`src/rtl/grey_pkg.sv`:
```
// Shared Gray-code helpers for the encoder/decoder pair.
package grey_pkg;

    // Widest code word any user of this package may instantiate.
    localparam int MAXW = 32;

    // Number of set bits; used to measure how far a Gray sample moved.
    function automatic logic [5:0] popcount(input logic [MAXW-1:0] v);
        logic [5:0] n;
        n = '0;
        for (int i = 0; i < MAXW; i++) begin
            n = n + {5'd0, v[i]};
        end
        return n;
    endfunction

    // Decodes a right-aligned Gray slice. msb is the already-decoded binary
    // bit sitting just above the slice (0 for the top slice). Zero padding
    // above the slice leaves the running XOR untouched.
    function automatic logic [MAXW-1:0] grey2bin_slice(input logic [MAXW-1:0] g,
                                                      input logic            msb);
        logic [MAXW-1:0] b;
        logic            acc;
        acc = msb;
        for (int i = MAXW - 1; i >= 0; i--) begin
            acc  = acc ^ g[i];
            b[i] = acc;
        end
        return b;
    endfunction

    // Binary-to-Gray, used by the companion encoder.
    function automatic logic [MAXW-1:0] bin2grey(input logic [MAXW-1:0] b);
        return b ^ (b >> 1);
    endfunction

endpackage

```
`src/rtl/grey2nature_stage.sv`:
```
// One decoder pipeline register: resolves bits HI..LO of the word, leaving
// bits above already binary and bits below still Gray. HI < 0 means pass-through.
module grey2nature_stage
    import grey_pkg::*;
#(
    parameter int WIDTH = 5,
    parameter int HI    = 4,
    parameter int LO    = 0
) (
    input  logic             clk,
    input  logic             rst_n,
    input  logic             i_load,
    input  logic             i_valid,
    input  logic [WIDTH-1:0] i_word,
    input  logic             i_err,
    output logic             o_valid,
    output logic [WIDTH-1:0] o_word,
    output logic             o_err
);
    localparam int N = (HI >= LO) ? (HI - LO + 1) : 1;

    logic             r_valid;
    logic [WIDTH-1:0] r_word;
    logic             r_err;
    logic [WIDTH-1:0] w_next;

    generate
        if (HI < 0) begin : g_pass
            assign w_next = i_word;
        end else begin : g_dec
            logic         w_carry;
            logic [N-1:0] w_bin;
            if (HI == WIDTH - 1) begin : g_top
                assign w_carry = 1'b0;
            end else begin : g_low
                assign w_carry = i_word[HI+1];
            end
            assign w_bin = N'(grey2bin_slice(MAXW'(i_word[HI:LO]), w_carry));
            // Splice the decoded slice into the partially decoded word.
            always_comb begin
                w_next        = i_word;
                w_next[HI:LO] = w_bin;
            end
        end
    endgenerate

    // Stage register; data only changes when a real word enters so the
    // output holds steady under backpressure.
    always_ff @(posedge clk) begin
        if (!rst_n) begin
            r_valid <= 1'b0;
            r_word  <= '0;
            r_err   <= 1'b0;
        end else if (i_load) begin
            r_valid <= i_valid;
            if (i_valid) begin
                r_word <= w_next;
                r_err  <= i_err;
            end
        end
    end

    assign o_valid = r_valid;
    assign o_word  = r_word;
    assign o_err   = r_err;

endmodule

```
`src/rtl/grey2nature.sv`:
```
// Pipelined Gray-to-binary decoder with valid/ready flow control and a
// single-step integrity check on every accepted sample.
module grey2nature
    import grey_pkg::*;
#(
    parameter int WIDTH  = 5,
    parameter int STAGES = 2
) (
    input  logic             clk,
    input  logic             rst_n,
    input  logic             in_valid,
    output logic             in_ready,
    input  logic [WIDTH-1:0] grey,
    input  logic             err_clr,
    output logic             out_valid,
    input  logic             out_ready,
    output logic [WIDTH-1:0] nature,
    output logic             out_step_err,
    output logic             err_sticky
);
    // Bits resolved per stage; late stages may get none and just pass data.
    localparam int C = (WIDTH + STAGES - 1) / STAGES;

    logic [STAGES:0]   w_vld;
    logic [STAGES:0]   w_err;
    logic [WIDTH-1:0]  w_word [STAGES+1];
    logic [STAGES-1:0] w_load;
    logic              w_chain;
    logic              w_acc;
    logic              w_err_in;
    logic [5:0]        w_dist;

    logic [WIDTH-1:0]  r_prev_grey;
    logic              r_armed;
    logic              r_sticky;

    assign w_vld[0]  = in_valid;
    assign w_word[0] = grey;
    assign w_err[0]  = w_err_in;

    // Ready chain: a stage may load if it or any stage downstream has room,
    // or the consumer is draining the last stage.
    always_comb begin
        w_chain = out_ready;
        w_load  = '0;
        for (int s = STAGES - 1; s >= 0; s--) begin
            w_chain   = w_chain || !w_vld[s+1];
            w_load[s] = w_chain;
        end
    end

    assign in_ready = w_load[0];
    assign w_acc    = in_valid && w_load[0];

    // A clear in the same cycle makes this sample the new first sample.
    assign w_dist   = popcount(MAXW'(grey ^ r_prev_grey));
    assign w_err_in = r_armed && !err_clr && (w_dist > 6'd1);

    generate
        for (genvar s = 0; s < STAGES; s++) begin : g_stage
            localparam int HI     = WIDTH - 1 - s * C;
            localparam int LO_RAW = WIDTH - (s + 1) * C;
            localparam int LO     = (LO_RAW > 0) ? LO_RAW : 0;
            grey2nature_stage #(
                .WIDTH (WIDTH),
                .HI    (HI),
                .LO    (LO)
            ) u_stage (
                .clk     (clk),
                .rst_n   (rst_n),
                .i_load  (w_load[s]),
                .i_valid (w_vld[s]),
                .i_word  (w_word[s]),
                .i_err   (w_err[s]),
                .o_valid (w_vld[s+1]),
                .o_word  (w_word[s+1]),
                .o_err   (w_err[s+1])
            );
        end
    endgenerate

    // Step-check history and sticky error; err_clr wins over a new error.
    always_ff @(posedge clk) begin
        if (!rst_n) begin
            r_prev_grey <= '0;
            r_armed     <= 1'b0;
            r_sticky    <= 1'b0;
        end else begin
            if (w_acc) begin
                r_prev_grey <= grey;
            end
            if (err_clr) begin
                r_sticky <= 1'b0;
                r_armed  <= w_acc;
            end else if (w_acc) begin
                r_armed <= 1'b1;
                if (w_err_in) begin
                    r_sticky <= 1'b1;
                end
            end
        end
    end

    assign out_valid    = w_vld[STAGES];
    assign nature       = w_word[STAGES];
    assign out_step_err = w_err[STAGES];
    assign err_sticky   = r_sticky;

endmodule

```
`config.mk`:
```
export PLATFORM = sky130hd
export DESIGN_NAME = grey2nature
export DESIGN_NICKNAME = d
export VERILOG_FILES = /design/src/rtl/grey_pkg.sv /design/src/rtl/grey2nature_stage.sv /design/src/rtl/grey2nature.sv
export SDC_FILE = /design/constraint.sdc
export NUM_CORES = 1
export LEC_CHECK = 0
export BUFFER_PORTS_ARGS = -buffer_cell sky130_fd_sc_hd__buf_2
export CORE_MARGIN = 2
export CORE_UTILIZATION = 30
export CTS_CLUSTER_DIAMETER = 80
export DETAILED_ROUTE_END_ITERATION = 8
export SETUP_SLACK_MARGIN = 0.2
export SYNTH_ARGS = -nofsm -noshare
export SYNTH_HDL_FRONTEND = slang
export SYNTH_HIERARCHICAL = 1
export SYNTH_SLANG_ARGS = --single-unit
```
`constraint.sdc`:
```
create_clock -name clk -period 1.7 [get_ports clk]
set_input_delay 0.17 -clock clk [delete_from_list [all_inputs] [get_ports clk]]
set_output_delay 0.17 -clock clk [all_outputs]
set_load 0.005 [all_outputs]
```
==> results of run 1 <==
-- worst min-delay path by stage --
stage,to,cells past startpoint,start,slack [ps]
2_1_floorplan,r_prev_grey[0],1,rst_n,290
6_report,g_stage[0].u_stage/o_word[0],3,grey[0],150
5_1_grt,g_stage[0].u_stage/o_word[1],3,grey[1],160
3_5_place_dp,g_stage[1].u_stage/o_err,2,g_stage[1].u_stage/o_err,440
3_3_place_gp,g_stage[1].u_stage/o_err,2,g_stage[1].u_stage/o_err,440
4_1_cts,g_stage[0].u_stage/o_word[1],3,grey[1],140
-- layout make-up --
type,count,area (sq um),share of cell area
Tap cell,44,55.1,0.0453
Timing Repair Buffer,20,105,0.0865
Multi-Input combinational cell,80,602,0.495
Inverter,1,3.75,0.00309
Sequential cell,21,423,0.348
Clock buffer,4,26.3,0.0216
-- routing by layer --
metal	GRT usage	vias to the layer above	share of wire
li1	-	403	-
met1	0.126	376	0.46
met2	0.191	12	0.49
met3	0.0166	2	0.036
met4	0.0638	0	0.014
met5	0	-	0
-- cells by family (layout without fill, tap and decap cells) --
logic type               after synthesis  in the layout  synth area share
XOR/XNOR                               7              7            0.0611
AO/OA/AOI/OAI                         25             25             0.187
adder cells (fa/ha/maj)                2              2            0.0324
flip-flops                            21             21             0.419
AND/OR/NAND/NOR                       46             46             0.266
buffers and inverters                  5             25            0.0349
-- layout by cell type, fill, tap and decap left out, types with 2 or more instances in the layout --
| cell | count |
|---|---|
| xnor2_2 | 3 |
| dfxtp_2 | 2 |
| nand4_1 | 3 |
| xnor2_1 | 2 |
| buf_2 | 18 |
| o211a_1 | 2 |
| buf_4 | 2 |
| dfxtp_1 | 19 |
| o21a_1 | 5 |
| a21boi_0 | 8 |
| xor2_1 | 2 |
| nand2b_1 | 3 |
| nand2_1 | 20 |
| nand3_1 | 4 |
| nand2_2 | 2 |
| a21boi_1 | 8 |
| and3_4 | 2 |
| and2_1 | 2 |
| clkbuf_4 | 3 |
| and3_2 | 3 |
| or4b_1 | 2 |
-- stage by stage --
step,setup WS (ps),setup TNS [ps],std cells
after floorplan,44.0,0,106
after global placement,1.51,0,166
after detailed placement,-31.8,-31.8,166
after CTS,-37.5,-37.5,170
after global routing,-90.3,-135,170
final,-25.5,-25.5,170
-- worst max-delay path: cells and delay by family, from the launching register on --
| kind | cells | cell delay (ps) |
|---|---|---|
| compound gates | 2 | 160 |
| xor+xnor | 1 | 130 |
| fa+ha+maj | 2 | 690 |
| buf+inv | 1 | 40 |
| flops | 1 | 350 |
| simple gates | 3 | 250 |
-- registers in the layout, summed over array words and instances (netlist names) --
register and flops:
g_stage.u_stage/o_err 2, r_armed 1, r_prev_grey 5, err_sticky 1
g_stage.u_stage/o_word 10, g_stage.u_stage/o_valid 2
-- power by group through the flow --
stage / combinational, uW / clock [uW] / sequential, uW
after floorplan: 114 / 0 / 544
after global placement: 157 / 0 / 545
after detailed placement: 160 / 0 / 546
after CTS: 164 / 247 / 536
after global routing: 214 / 268 / 540
final: 191 / 233 / 536
-- repair_timing --
action | CTS | global route
setup buffers | 0 | 0
resized for setup | 2 | 4
pin swaps | 1 | 1
setup endpoints to repair | 2 | 2
==> impl_metrics.csv, run 1 <==
group,metric,value,unit
status,status,"finished with violations",
status,violations,"negative setup slack",
clocking,cts_tree,"yes",
place,place_area,0.00115,sq mm
timing,finalCriticalPeriod,1730,ps
synth,synthCells,106,
setup_path,end_kind,"flip-flop",
setup_path,critPathArrivalTime,1930,ps
global_route,grt_max_degree,17,
setup_path,crit_type,"reg2reg",
synth,synthArstFlopShare,0,
timing,fin_ws,-25.5,ps
place,gp_congestion,0.703,
final_layout,final_nets,139,
die,start_util,0.321,
place,dp_hpwl,1.38,mm
global_route,grt_pass1_vias,758,
timing,drv_slew,0,
timing,rsz0062_at_grt,"true",
route,viasPerCell,4.66,
power,p_leak,0.000529,uW
setup_path,cpMaxStageDelayCell,"fa_1",
synth,synth_most_common_cell,"dfxtp_1",
die,std_cell_rows,20,
setup_path,critical_path.cell_chain,"xnor2_2, fa_1, inv_2, ha_4, nand2b_4, a21oi_4, nor2_1, nand2_1, a21boi_1",
global_route,antenna_found_initial,0,
power,p_int,709,uW
synth,yosysWarningCount,6,
setup_path,slowest_delay,550,ps
synth,synth.area.top_cells,"dfxtp_1, nand2_1, a21boi_0",
setup_path,worst-r2r-setup-slack,-30,ps
synth,seq_area_frac_synth,0.419,
route,drtAntennaViolNets,0,
route,first_pass_iters,4,
power,p_sw,251,uW
power,pwr-share-comb,0.199,
die,io_pins,19,
clocking,cts_buffers,3,
power,p_per_area,790,mW/mm^2
global_route,grt_pass1_wl,3.10,mm
power,pwr-share-clk,0.243,
setup_path,worstPathRequired,1900,ps
run,maxCapViolations,0,
synth,synth_edf_count,0,
power,peakVddDrop,0.000231,V
final_layout,drive_above_1_share,0.317,
final_layout,design_area,0.00121,sq mm
setup_path,r2r_cells,9,
synth,yosys.area.top_type_share,0.419,
worst_hold_path,min_path_type,"in2reg",
power,finalPower,960,uW
setup_path,regToRegEndpoint,"g_stage[0].u_stage/o_err",
synth,synth_top_area_cell,"dfxtp_1",
die,dieArea,0.00382,sq mm
power,p_sw_frac,0.261,
timing,hold_violations,0,
route,routed_wl,1.88,mm
die,die_w,61.8,microns
timing,max_slew_margin,0.818,
synth,netlist-cell-type-count,28,
synth,syn_area,0.00100,sq mm
synth,ys_ff_latch,21,
setup_path,worst_setup_path_start_kind,"flip-flop",
timing,holdWs,155,ps
clocking,clkSinkCount,21,
clocking,clk_latency,290,ps
clocking,root_buffer,"clkbuf_4",
final_layout,fillers,323,
setup_path,critical_path_peak_fanout,2,
global_route,grt_overflow,0,
clocking,clk_pin_slew,110,ps
synth,synth_top_flop_cell,"dfxtp_1",
final_layout,area_growth,21.1,%
timing,setup_viol,1,
route,wl_per_cell,11.0,microns
timing,fmax,580,MHz
route,routed-via-count,793,
timing,worst_slew_pin_slew,272,ps
final_layout,diodes,0,
setup_path,crit_start,"r_prev_grey[3]",
synth,syn_avg_cell_area,9.47,sq um
clocking,hold_buffers,0,
global_route,track_usage,0.109,
die,die_y,61.8,microns
final_layout,final_core_util,0.388,
setup_path,critPathCapture,"g_stage[0].u_stage/o_err",
route,post-route-drc-count,0,
place,port_buffers,18,
setup_path,timing.rr.start,"r_prev_grey[3]",
die,core,0.00313,sq mm
route,drt_iter0_markers,17,
timing,fin_worst_skew,4.46,ps
timing,period_share,1.01,
clocking,cts_max_level,1,
power,p_seq_frac,0.558,
synth,synth_common_cells,"dfxtp_1, nand2_1, a21boi_0, a21boi_1",
clocking,cts_max_path_buffers,2,
synth,synth_nets,118,
Note: power is estimated with default switching activity, not from simulation.
==> run 2: changes to the inputs <==
--- a/config.mk
+++ b/config.mk
@@ -5,6 +5,7 @@
 export SDC_FILE = /design/constraint.sdc
 export NUM_CORES = 1
 export LEC_CHECK = 0
+export ABC_AREA = 1
 export BUFFER_PORTS_ARGS = -buffer_cell sky130_fd_sc_hd__buf_2
 export CORE_MARGIN = 2
 export CORE_UTILIZATION = 30
==> impl_metrics.csv, run 2 <==
group,metric,value,unit
setup_path,slowest_delay,540,ps
setup_path,end_kind,"flip-flop",
route,drt_iter0_markers,13,
die,die_w,61.3,microns
timing,fin_ws,-39.9,ps
timing,setup_viol,2,
die,io_pins,19,
route,top_layer,"met4",
clocking,cts_max_level,1,
clocking,ctsResizeCount,0,
run,maxCapViolations,0,
route,routed_wl,1.90,mm
place,pre_cts_slack,-16.2,ps
die,die_y,61.3,microns
global_route,grt_pass1_vias,824,
synth,synth_top_area_cell,"dfxtp_1",
setup_path,critical_path.cell_chain,"xnor2_2, fa_1, inv_1, ha_1, nand3_2, a21oi_2, o21ai_1, nor2_1",
clocking,cts_tree,"yes",
route,viasPerCell,4.42,
final_layout,largest_reg_flops,10,
clocking,cts_max_path_buffers,2,
setup_path,critPathArrivalTime,1990,ps
route,drtAntennaViolNets,0,
setup_path,crit_type,"reg2reg",
setup_path,critical_path_peak_fanout,2,
final_layout,diodes,0,
clocking,cts_buffers,3,
synth,synthCells,130,
synth,synth_common_cells,"nor2_1, dfxtp_1, nand2_1",
final_layout,finalNonFillerCells,197,
global_route,grt_overflow,0,
global_route,grt_pass1_wl,3.26,mm
final_layout,fillers,335,
synth,synth_top_flop_cell,"dfxtp_1",
worst_hold_path,min_path_type,"in2reg",
place,dp.cells,193,
synth,syn_avg_cell_area,7.57,sq um
timing,fin_worst_skew,1.72,ps
power,p_leak,0.000583,uW
final_layout,mostFrequentLayoutCells,"nor2_1, nand2_1, dfxtp_1, buf_2, inv_1",
status,status,"finished with violations",
setup_path,cpMaxStageDelayCell,"fa_1",
timing,timing.setup.tns,-44.9,ps
synth,synth_nets,142,
synth,synth.area.top_cells,"dfxtp_1, nor2_1, nand2_1",
die,std_cell_rows,20,
synth,yosysWarningCount,6,
timing,worst_slew_pin_slew,315,ps
clocking,clk_latency,300,ps
final_layout,final_nets,166,
synth,ys_ff_latch,21,
timing,period_share,1.02,
clocking,hold_buffers,0,
synth,syn_area,985,sq um
route,wl_per_cell,9.62,microns
final_layout,seq_area,423,sq um
die,core,0.00308,sq mm
final_layout,area_growth,22.0,%
timing,hold_violations,0,
route,dr_wl_met3,91,microns
timing,drv_slew,0,
final_layout,drive_above_1_share,0.320,
timing,finalCriticalPeriod,1740,ps
route,post-route-drc-count,0,
synth,synth_most_common_cell,"nor2_1",
place,gp_congestion,0.755,
timing,holdWs,99.7,ps
final_layout,multi_input_area,509,sq um
synth,seq_area_frac_synth,0.427,
timing,fmax,575,MHz
timing,rsz0062_at_grt,"true",
clocking,clk_pin_slew,120,ps
clocking,cts_setup_buffers,0,
setup_path,worst_setup_path_start_kind,"flip-flop",
global_route,grt_max_degree,20,
die,start_util,0.320,
die,dieArea,0.00376,sq mm
power,peakVddDrop,0.000522,V
final_layout,final_common_cell,"nor2_1",
synth,synth_edf_count,0,
global_route,antenna_found_initial,0,
status,violations,"negative setup slack",
timing,max_slew_margin,0.790,
route,first_pass_iters,4,
power,p_per_area,828,mW/mm^2
clocking,clkSinkCount,21,
place,port_buffers,18,
synth,synthArstFlopShare,0,
route,wl_met1,859,microns
setup_path,worstPathRequired,1950,ps
global_route,track_usage,0.118,
synth,netlist-cell-type-count,22,
place,dp_hpwl,1.49,mm
clocking,root_buffer,"clkbuf_4",
synth,yosys.area.top_type_share,0.427,
route,routed-wl-met2,910,microns
route,routed-via-count,870,
[run 2: metrics by stage]
stage               cell area [sq um]   util  power (uW)
finish                           1200  0.390         995
global route                     1200  0.390        1070
CTS                              1190  0.388        1010
detailed placement               1170  0.379         763
global placement                 1170  0.379         754
floorplan                        1010      -         701
[run 2: final timing paths]
kind	slack, ps	endpoint	from	cells after the start
max	-40	g_stage[0].u_stage/o_err	r_prev_grey[3]	8
min	100	err_sticky	err_clr	4
max reg2reg	-40	g_stage[0].u_stage/o_err	r_prev_grey[3]	8
min reg2reg	470	err_sticky	err_sticky	2
[run 2: power breakdown]
| group | switching (uW) | total (uW) | internal, uW |
|---|---|---|---|
| registers | 22.1 | 548 | 525 |
| logic | 119 | 205 | 86.3 |
| clock network | 155 | 243 | 87.8 |
| total | 296 | 995 | 700 |
[run 2: cells by family after synthesis]
| logic type | after synthesis | share of synthesized area |
|---|---|---|
| AO/OA/AOI/OAI | 25 | 0.149 |
| XOR/XNOR | 4 | 0.0356 |
| adder cells (fa/ha/maj) | 2 | 0.0330 |
| buffers and inverters | 21 | 0.0902 |
| flip-flops | 21 | 0.427 |
| AND/OR/NAND/NOR | 57 | 0.266 |
[run 2: final cells by class]
cell class              instances  share of cell area
inverters                      21              0.0740
clock buffers                   3              0.0188
repair buffers                 19              0.0813
clock inverters                 1             0.00417
multi-input cells              88               0.424
well taps                      44              0.0458
flip-flops and latches         21               0.352
[run 2: routing by layer]
layer / vias to the layer above / track usage
met3: 4 / 0.0399
met5: - / 0
li1: 455 / -
met2: 19 / 0.208
met4: 0 / 0.0373
met1: 392 / 0.133
[run 2: worst max-delay path, delay by kind of cell, from the launching register on]
family	cells	cell delay [ps]
fa+ha+maj	2	810
simple gates	2	170
flops	1	350
xor+xnor	1	140
compound gates	2	180
buf+inv	1	40
